==> src/rtl/oled_spi_rx_if.sv <==
// Pin-level SPI inputs and decoded pixel/command outputs of the SSD1331 receiver.
interface oled_spi_rx_if #(
    parameter int C_x_size = 96,
    parameter int C_y_size = 64
);
    localparam int XW = $clog2(C_x_size);
    localparam int YW = $clog2(C_y_size);

    logic          oled_csn;
    logic          oled_clk;
    logic          oled_mosi;
    logic          oled_dc;
    logic [XW-1:0] x;
    logic [YW-1:0] y;
    logic [15:0]   color;
    logic          pixel_we;
    logic [7:0]    cmd;
    logic          cmd_valid;

    modport master (
        output oled_csn, oled_clk, oled_mosi, oled_dc,
        input  x, y, color, pixel_we, cmd, cmd_valid
    );

    modport slave (
        input  oled_csn, oled_clk, oled_mosi, oled_dc,
        output x, y, color, pixel_we, cmd, cmd_valid
    );
endinterface

==> src/rtl/oled_spi_rx.sv <==
// SSD1331 SPI slave emulator: oversamples the SPI pins, parses commands and
// emits RGB565 pixel writes with the panel's column/row window addressing.
module oled_spi_rx #(
    parameter int C_x_size = 96,
    parameter int C_y_size = 64
) (
    input  logic         clk,
    input  logic         resn,
    oled_spi_rx_if.slave bus
);
    localparam int XW = $clog2(C_x_size);
    localparam int YW = $clog2(C_y_size);
    localparam logic [XW-1:0] XMAX = XW'(C_x_size - 1);
    localparam logic [YW-1:0] YMAX = YW'(C_y_size - 1);

    typedef enum logic [0:0] {StCmd, StArg} state_e;

    // Byte assembler
    logic [1:0] r_csn_s, r_mosi_s, r_dc_s;
    logic [2:0] r_clk_s;
    logic [2:0] r_bit_cnt;
    logic [7:0] r_shift;
    logic       r_byte_vld, r_byte_dc;
    logic       w_csn, w_rise;

    assign w_csn  = r_csn_s[1];
    assign w_rise = r_clk_s[1] & ~r_clk_s[2];

    always_ff @(posedge clk or negedge resn) begin
        if (!resn) begin
            r_csn_s    <= 2'b11;
            r_clk_s    <= 3'b111;
            r_mosi_s   <= 2'b00;
            r_dc_s     <= 2'b00;
            r_bit_cnt  <= 3'd0;
            r_shift    <= 8'h00;
            r_byte_vld <= 1'b0;
            r_byte_dc  <= 1'b0;
        end else begin
            r_csn_s    <= {r_csn_s[0], bus.oled_csn};
            r_clk_s    <= {r_clk_s[1:0], bus.oled_clk};
            r_mosi_s   <= {r_mosi_s[0], bus.oled_mosi};
            r_dc_s     <= {r_dc_s[0], bus.oled_dc};
            r_byte_vld <= 1'b0;
            if (w_csn) begin
                r_bit_cnt <= 3'd0;
            end else if (w_rise) begin
                r_shift   <= {r_shift[6:0], r_mosi_s[1]};
                r_bit_cnt <= r_bit_cnt + 3'd1;
                if (r_bit_cnt == 3'd7) begin
                    r_byte_vld <= 1'b1;
                    r_byte_dc  <= r_dc_s[1];
                end
            end
        end
    end

    function automatic logic [5:0] f_num_args(input logic [7:0] op);
        case (op)
            8'h15, 8'h75: f_num_args = 6'd2;
            8'hB8:        f_num_args = 6'd32;
            8'h81, 8'h82, 8'h83, 8'h87, 8'h8A, 8'h8B, 8'h8C, 8'hA0, 8'hA1,
            8'hA2, 8'hA8, 8'hAD, 8'hB0, 8'hB1, 8'hB3, 8'hBB, 8'hBE:
                          f_num_args = 6'd1;
            default:      f_num_args = 6'd0;
        endcase
    endfunction

    function automatic logic [XW-1:0] f_clamp_x(input logic [7:0] v);
        return (int'(v) > C_x_size - 1) ? XMAX : XW'(v);
    endfunction

    function automatic logic [YW-1:0] f_clamp_y(input logic [7:0] v);
        return (int'(v) > C_y_size - 1) ? YMAX : YW'(v);
    endfunction

    // Parser and pixel addressing
    state_e        r_state, w_state_nxt;
    logic [5:0]    r_args_left, w_args_left_nxt;
    logic [7:0]    r_op, w_op_nxt;
    logic [7:0]    r_cmd, w_cmd_nxt;
    logic          r_phase, w_phase_nxt;
    logic [15:0]   r_color, w_color_nxt;
    logic [XW-1:0] r_x, w_x_nxt, r_cs, w_cs_nxt, r_ce, w_ce_nxt;
    logic [YW-1:0] r_y, w_y_nxt, r_rs, w_rs_nxt, r_re, w_re_nxt;
    logic          r_pixel_we, w_pixel_we_nxt;
    logic          r_cmd_valid, w_cmd_valid_nxt;
    logic [5:0]    w_nargs;

    assign w_nargs = f_num_args(r_shift);

    always_comb begin
        w_state_nxt     = r_state;
        w_args_left_nxt = r_args_left;
        w_op_nxt        = r_op;
        w_cmd_nxt       = r_cmd;
        w_phase_nxt     = r_phase;
        w_color_nxt     = r_color;
        w_x_nxt         = r_x;
        w_y_nxt         = r_y;
        w_cs_nxt        = r_cs;
        w_ce_nxt        = r_ce;
        w_rs_nxt        = r_rs;
        w_re_nxt        = r_re;
        w_pixel_we_nxt  = 1'b0;
        w_cmd_valid_nxt = 1'b0;

        // Post-write advance; an inverted window never matches end and wraps at the panel edge.
        if (r_pixel_we) begin
            if (r_x != r_ce) begin
                w_x_nxt = (r_x == XMAX) ? '0 : r_x + 1'b1;
            end else begin
                w_x_nxt = r_cs;
                if (r_y != r_re) w_y_nxt = (r_y == YMAX) ? '0 : r_y + 1'b1;
                else             w_y_nxt = r_rs;
            end
        end

        if (r_byte_vld) begin
            if (!r_byte_dc) begin
                w_phase_nxt = 1'b0;
                case (r_state)
                    StCmd: begin
                        w_op_nxt        = r_shift;
                        w_args_left_nxt = w_nargs;
                        if (w_nargs == 6'd0) begin
                            w_cmd_nxt       = r_shift;
                            w_cmd_valid_nxt = 1'b1;
                        end else begin
                            w_state_nxt = StArg;
                        end
                    end
                    StArg: begin
                        w_args_left_nxt = r_args_left - 6'd1;
                        if (r_op == 8'h15) begin
                            if (r_args_left == 6'd2) w_cs_nxt = f_clamp_x(r_shift);
                            else                     w_ce_nxt = f_clamp_x(r_shift);
                        end
                        if (r_op == 8'h75) begin
                            if (r_args_left == 6'd2) w_rs_nxt = f_clamp_y(r_shift);
                            else                     w_re_nxt = f_clamp_y(r_shift);
                        end
                        if (r_args_left == 6'd1) begin
                            w_state_nxt     = StCmd;
                            w_cmd_nxt       = r_op;
                            w_cmd_valid_nxt = 1'b1;
                            if (r_op == 8'h15) w_x_nxt = r_cs;
                            if (r_op == 8'h75) w_y_nxt = r_rs;
                        end
                    end
                endcase
            end else begin
                // Pixel data aborts any pending argument list.
                w_state_nxt     = StCmd;
                w_args_left_nxt = 6'd0;
                w_phase_nxt     = ~r_phase;
                if (!r_phase) begin
                    w_color_nxt[15:8] = r_shift;
                end else begin
                    w_color_nxt[7:0] = r_shift;
                    w_pixel_we_nxt   = 1'b1;
                end
            end
        end
    end

    always_ff @(posedge clk or negedge resn) begin
        if (!resn) begin
            r_state     <= StCmd;
            r_args_left <= 6'd0;
            r_op        <= 8'h00;
            r_cmd       <= 8'h00;
            r_phase     <= 1'b0;
            r_color     <= 16'h0000;
            r_x         <= '0;
            r_y         <= '0;
            r_cs        <= '0;
            r_ce        <= XMAX;
            r_rs        <= '0;
            r_re        <= YMAX;
            r_pixel_we  <= 1'b0;
            r_cmd_valid <= 1'b0;
        end else begin
            r_state     <= w_state_nxt;
            r_args_left <= w_args_left_nxt;
            r_op        <= w_op_nxt;
            r_cmd       <= w_cmd_nxt;
            r_phase     <= w_phase_nxt;
            r_color     <= w_color_nxt;
            r_x         <= w_x_nxt;
            r_y         <= w_y_nxt;
            r_cs        <= w_cs_nxt;
            r_ce        <= w_ce_nxt;
            r_rs        <= w_rs_nxt;
            r_re        <= w_re_nxt;
            r_pixel_we  <= w_pixel_we_nxt;
            r_cmd_valid <= w_cmd_valid_nxt;
        end
    end

    assign bus.x         = r_x;
    assign bus.y         = r_y;
    assign bus.color     = r_color;
    assign bus.pixel_we  = r_pixel_we;
    assign bus.cmd       = r_cmd;
    assign bus.cmd_valid = r_cmd_valid;
endmodule

==> src/flat_wrapper.sv <==
// flat-port wrapper written by rule: the top's interface ports become plain ports
module oled_spi_rx_flat 
#(
    parameter int C_x_size = 96,
    parameter int C_y_size = 64
)
  (clk, resn, bus_oled_csn, bus_oled_clk, bus_oled_mosi, bus_oled_dc, bus_x, bus_y, bus_color, bus_pixel_we, bus_cmd, bus_cmd_valid);
  oled_spi_rx_if #(.C_x_size(C_x_size), .C_y_size(C_y_size)) bus_i ();
  input  logic clk;
  input  logic resn;
  input wire logic [$bits(bus_i.oled_csn)-1:0] bus_oled_csn;
  input wire logic [$bits(bus_i.oled_clk)-1:0] bus_oled_clk;
  input wire logic [$bits(bus_i.oled_mosi)-1:0] bus_oled_mosi;
  input wire logic [$bits(bus_i.oled_dc)-1:0] bus_oled_dc;
  output wire logic [$bits(bus_i.x)-1:0] bus_x;
  output wire logic [$bits(bus_i.y)-1:0] bus_y;
  output wire logic [$bits(bus_i.color)-1:0] bus_color;
  output wire logic [$bits(bus_i.pixel_we)-1:0] bus_pixel_we;
  output wire logic [$bits(bus_i.cmd)-1:0] bus_cmd;
  output wire logic [$bits(bus_i.cmd_valid)-1:0] bus_cmd_valid;
  assign bus_i.oled_csn = bus_oled_csn;
  assign bus_i.oled_clk = bus_oled_clk;
  assign bus_i.oled_mosi = bus_oled_mosi;
  assign bus_i.oled_dc = bus_oled_dc;
  assign bus_x = bus_i.x;
  assign bus_y = bus_i.y;
  assign bus_color = bus_i.color;
  assign bus_pixel_we = bus_i.pixel_we;
  assign bus_cmd = bus_i.cmd;
  assign bus_cmd_valid = bus_i.cmd_valid;
  oled_spi_rx #(.C_x_size(C_x_size), .C_y_size(C_y_size)) u_core (.clk(clk), .resn(resn), .bus(bus_i));
endmodule
==> config.mk <==
export PLATFORM = sky130hd
export DESIGN_NAME = oled_spi_rx_flat
export DESIGN_NICKNAME = d
export VERILOG_FILES = /design/src/rtl/oled_spi_rx_if.sv /design/src/rtl/oled_spi_rx.sv /design/src/flat_wrapper.sv
export SDC_FILE = /design/constraint.sdc
export NUM_CORES = 1
export LEC_CHECK = 0
export BUFFER_PORTS_ARGS = -buffer_cell sky130_fd_sc_hd__buf_4
export CORE_MARGIN = 5
export CORE_UTILIZATION = 53
export DETAILED_ROUTE_END_ITERATION = 8
export GPL_TIMING_DRIVEN = 0
export PLACE_DENSITY = 0.75
export SLEW_MARGIN = 15
export SYNTH_ARGS = -nofsm -noshare
export SYNTH_HDL_FRONTEND = slang
export SYNTH_SLANG_ARGS = --single-unit
==> constraint.sdc <==
create_clock -name clk -period 2.2 [get_ports clk]
set_input_delay 0.22 -clock clk [delete_from_list [all_inputs] [get_ports clk]]
set_output_delay 0.22 -clock clk [all_outputs]
set_load 0.01 [all_outputs]
==> results.md <==
* Sink Count at 103
* Fmax at 0.446 GHz
* Status: finished with violations
* Syn. warnings at 0
* Slew @ Worst Pin at 905 ps
* Final nets at 526
* Clk_skew at 15.2 ps
* Synth Flop Type: dfrtp_1
* Crit path kind: register to register
* 1st-pass router iterations at 5
* Die Span Y at 105 um
* Rel. slew slack at 39.7%
* Peak supply drop at 0.539 mV
* Pwr/cell area at 722 nW/um2
* Die ar. at 11100 um2
* Min-delay worst type: register to register
* I/O Buffers at 44
* CP Cell Sequence: xnor2_2 -> o221ai_2 -> a2111oi_4 -> o31ai_2 -> buf_4 -> a21oi_4 -> mux2_2
* Worst stage delay on the critical path at 480 ps
* Layout cells sized above 1 at 34.9%
* Violated checks: negative setup slack
* GRT Total Usage at 19.4%
* Clock Pin Slew Worst Setup and Hold Paths at 90 ps
* R2r worst-path depth at 7
* Core ar. at 8760 um2
* Max-cap violations at 0
* Post-Synthesis Cell Area at 4800 um2
* Final setup viols at 5
* Antenna fix cells at 0
* Final-layout fill cell count at 678
* Via count at 3524
* DRC violations left at 0
* Crit-path leading delay family: compound AO/OA/AOI/OAI gates
* Synth Area per Inst at 11.0 um2
* Pre-CTS setup slack at -436 ps
* Vias in the first global route at 3583
* Horiz. Die Dim at 105 um
* Worst-path fanout max at 6
* Min Tclk post-route at 2240 ps
* Routed len/inst at 16.9 um
* Max Slew Vio Count at 0
* Final RePlAce weighted congestion at 0.891
* Dpl hpwl at 6750 um
* Worst setup margin at -40.5 ps
* Max stage delay cell, worst path: dfrtp_2
* Synthesis-to-finish area growth at 20.5%
* I/O pin cnt at 45
* Initial DRC count at 161
* Inst Count DP at 590
* Synth cell types at 60
* Vias per cell at 5.63
* CTS max path bufs at 2
* Cells on Worst Hold Path at 0
* Post-synthesis sequential area ratio at 54.1%
* Antenna Violating Nets Remaining at 0
* FP Rows at 34
* Global route overflow at 0
* Number of synthesized flops with an enable pin at 0
* Worst-Skew Late Latency at 370 ps
* Leak at 2.74 nW
* Worst EP arrival at 2500 ps
* Net Count, Synth at 451
* CP Launch Type: register
* Final hold slack at 361 ps
* Wirelength, routed at 10600 um
* First-pass GRT wire length at 17700 um
* Num CTS Buffers at 9
* RSZ-0062 raised after global routing: true
* Largest net degree at the start of global routing at 104
* Mapped Cells at 438
* Crit. path cell count at 7
* CP Capture Type: register
* Final Hold Violating Endpoints at 0
* Initial Utilization at 54.8%
* Synth async-reset ratio at 100%
* Initial antenna violation count at 0
* Synth Register Bits at 103
* Worst Path Required at 2450 ps
* Final period util at 102%
* Buf/Inv on CP at 1
* CTS tree: built
* H-tree depth at 3
* Root Buffer: clkbuf_8
* Final Non-Filler Cells at 626
-- state kept, by name, indices dropped and copies added (netlist names), 7 cells and up --
name              cells
u_core.r_ce           7
u_core.bus.color     16
u_core.bus.cmd        8
u_core.r_shift        8
u_core.r_cs           7
u_core.r_op           8
u_core.bus.x          7
-- worst reg2reg max path: stages, from the launching register on --
cell and delay, ps:
dfrtp_2 480, xnor2_2 200, o221ai_2 130, a2111oi_4 420, o31ai_2 80, buf_4 170
a21oi_4 270, mux2_2 380
-- per-stage QoR --
stage / TNS [ps] / util [%] / total power (W) / area (um2)
2_1_floorplan: 0 / - / 0.00254 / 4800
3_3_place_gp: -6880 / 60.1 / 0.00276 / 5270
3_5_place_dp: -8700 / 60.2 / 0.00278 / 5270
4_1_cts: 0 / 64.6 / 0.00406 / 5660
5_1_grt: -729 / 66.1 / 0.00437 / 5790
6_report: -135 / 66.1 / 0.00418 / 5790
-- cell type report --
class	instances	area (um2)	area share, %
buffer	17	85.1	1.47
clock buffer	10	128	2.20
clock inverter	6	75.1	1.30
inverter	9	33.8	0.584
multi-input combinational	305	2200	38.0
sequential	103	2610	45.0
tap	108	135	2.33
timing repair buffer	68	527	9.10
-- cell families after synthesis --
group | share of synthesized area (%)
flip-flops | 54.1
AND/OR/NAND/NOR | 16.1
multiplexers | 11.4
AO/OA/AOI/OAI | 10.1
buffers and inverters | 2.71
XOR/XNOR | 3.83
adder cells (fa/ha/maj) | 1.82
-- layer usage --
layer  part of all wire (%)  global-route usage (%)  up-vias
met3                    4.3                    3.76       10
met2                     50                    32.3       83
li1                       -                       -     1696
met4                    1.3                    4.57        0
met5                      0                       0        -
met1                     44                    26.3     1735
-- final timing paths --
kind,startpoint,to,slack (ps)
worst max-delay path,u_core.r_shift[0]$_DFFE_PN0P_,u_core.bus.cmd[5]$_DFFE_PN0P_,-40
worst max register to register,u_core.r_shift[0]$_DFFE_PN0P_,u_core.bus.cmd[5]$_DFFE_PN0P_,-40
min in group asynchronous,resn,u_core.bus.x[5]$_DFF_PN0_,490
max in group asynchronous,resn,u_core.r_shift[1]$_DFFE_PN0P_,1020
worst min register to register,u_core.r_mosi_s[0]$_DFF_PN0_,u_core.r_mosi_s[1]$_DFF_PN0_,360
worst min-delay path,u_core.r_mosi_s[0]$_DFF_PN0_,u_core.r_mosi_s[1]$_DFF_PN0_,360
-- synthesized netlist by cell type, types with 4 or more instances --
| cell type | instances | share of area, % |
|---|---|---|
| dfrtp_1 | 86 | 45 |
| mux2_2 | 45 | 11 |
| nand3_1 | 15 | 1.6 |
| nand2b_1 | 6 | 0.78 |
| clkbuf_1 | 14 | 1.1 |
| o21ai_0 | 29 | 3.0 |
| nor2_1 | 43 | 3.4 |
| o31ai_1 | 5 | 0.78 |
| a21oi_1 | 23 | 2.4 |
| ha_1 | 7 | 1.8 |
| nand4_1 | 5 | 0.65 |
| buf_2 | 4 | 0.42 |
| nor4_1 | 4 | 0.52 |
| mux2i_1 | 4 | 0.83 |
| xnor2_1 | 7 | 1.3 |
| nand2_1 | 41 | 3.2 |
| dfstp_2 | 17 | 9.3 |
| xor2_1 | 14 | 2.6 |
| inv_1 | 9 | 0.70 |
-- where the power goes --
| part | internal [W] | switching [W] |
|---|---|---|
| Clock | 0.000545 | 0.000675 |
| Combinational | 0.000383 | 0.000532 |
| Sequential | 0.00197 | 0.0000799 |
-- what timing repair did --
item,in CTS,in global routing
hold endpoints to repair,41,0
hold buffers,5,0
buffers inserted,9,10
resized for setup,22,20
setup endpoints to repair,39,24
cloned,1,0
pin swaps,9,11
-- placed cells by master, fill, tap and decap left out, drive strengths merged, types with 2 or more instances in the layout --
cell type | netlist | layout
or4 | 4 | 4
a21oi | 24 | 25
or2 | 3 | 3
o21ai | 29 | 29
dlygate4sd3 | 0 | 5
nand2 | 41 | 41
inv | 9 | 12
o31ai | 5 | 5
clkbuf | 15 | 21
nand4b | 2 | 2
a21boi | 2 | 2
nand3b | 3 | 3
dfstp | 17 | 17
mux2i | 4 | 4
a22o | 3 | 3
nand2b | 6 | 6
nor3 | 3 | 3
nand4 | 5 | 5
and4 | 2 | 2
nand3 | 16 | 16
dfrtp | 86 | 86
nor2b | 4 | 4
a221o | 3 | 3
and2 | 3 | 3
xor2 | 14 | 14
nor4 | 5 | 5
mux2 | 45 | 45
nor2 | 43 | 43
buf | 7 | 69
o2bb2ai | 2 | 2
ha | 7 | 7
or3 | 2 | 2
xnor2 | 7 | 7
a22oi | 2 | 2
Power figures use the tool's default switching activity.
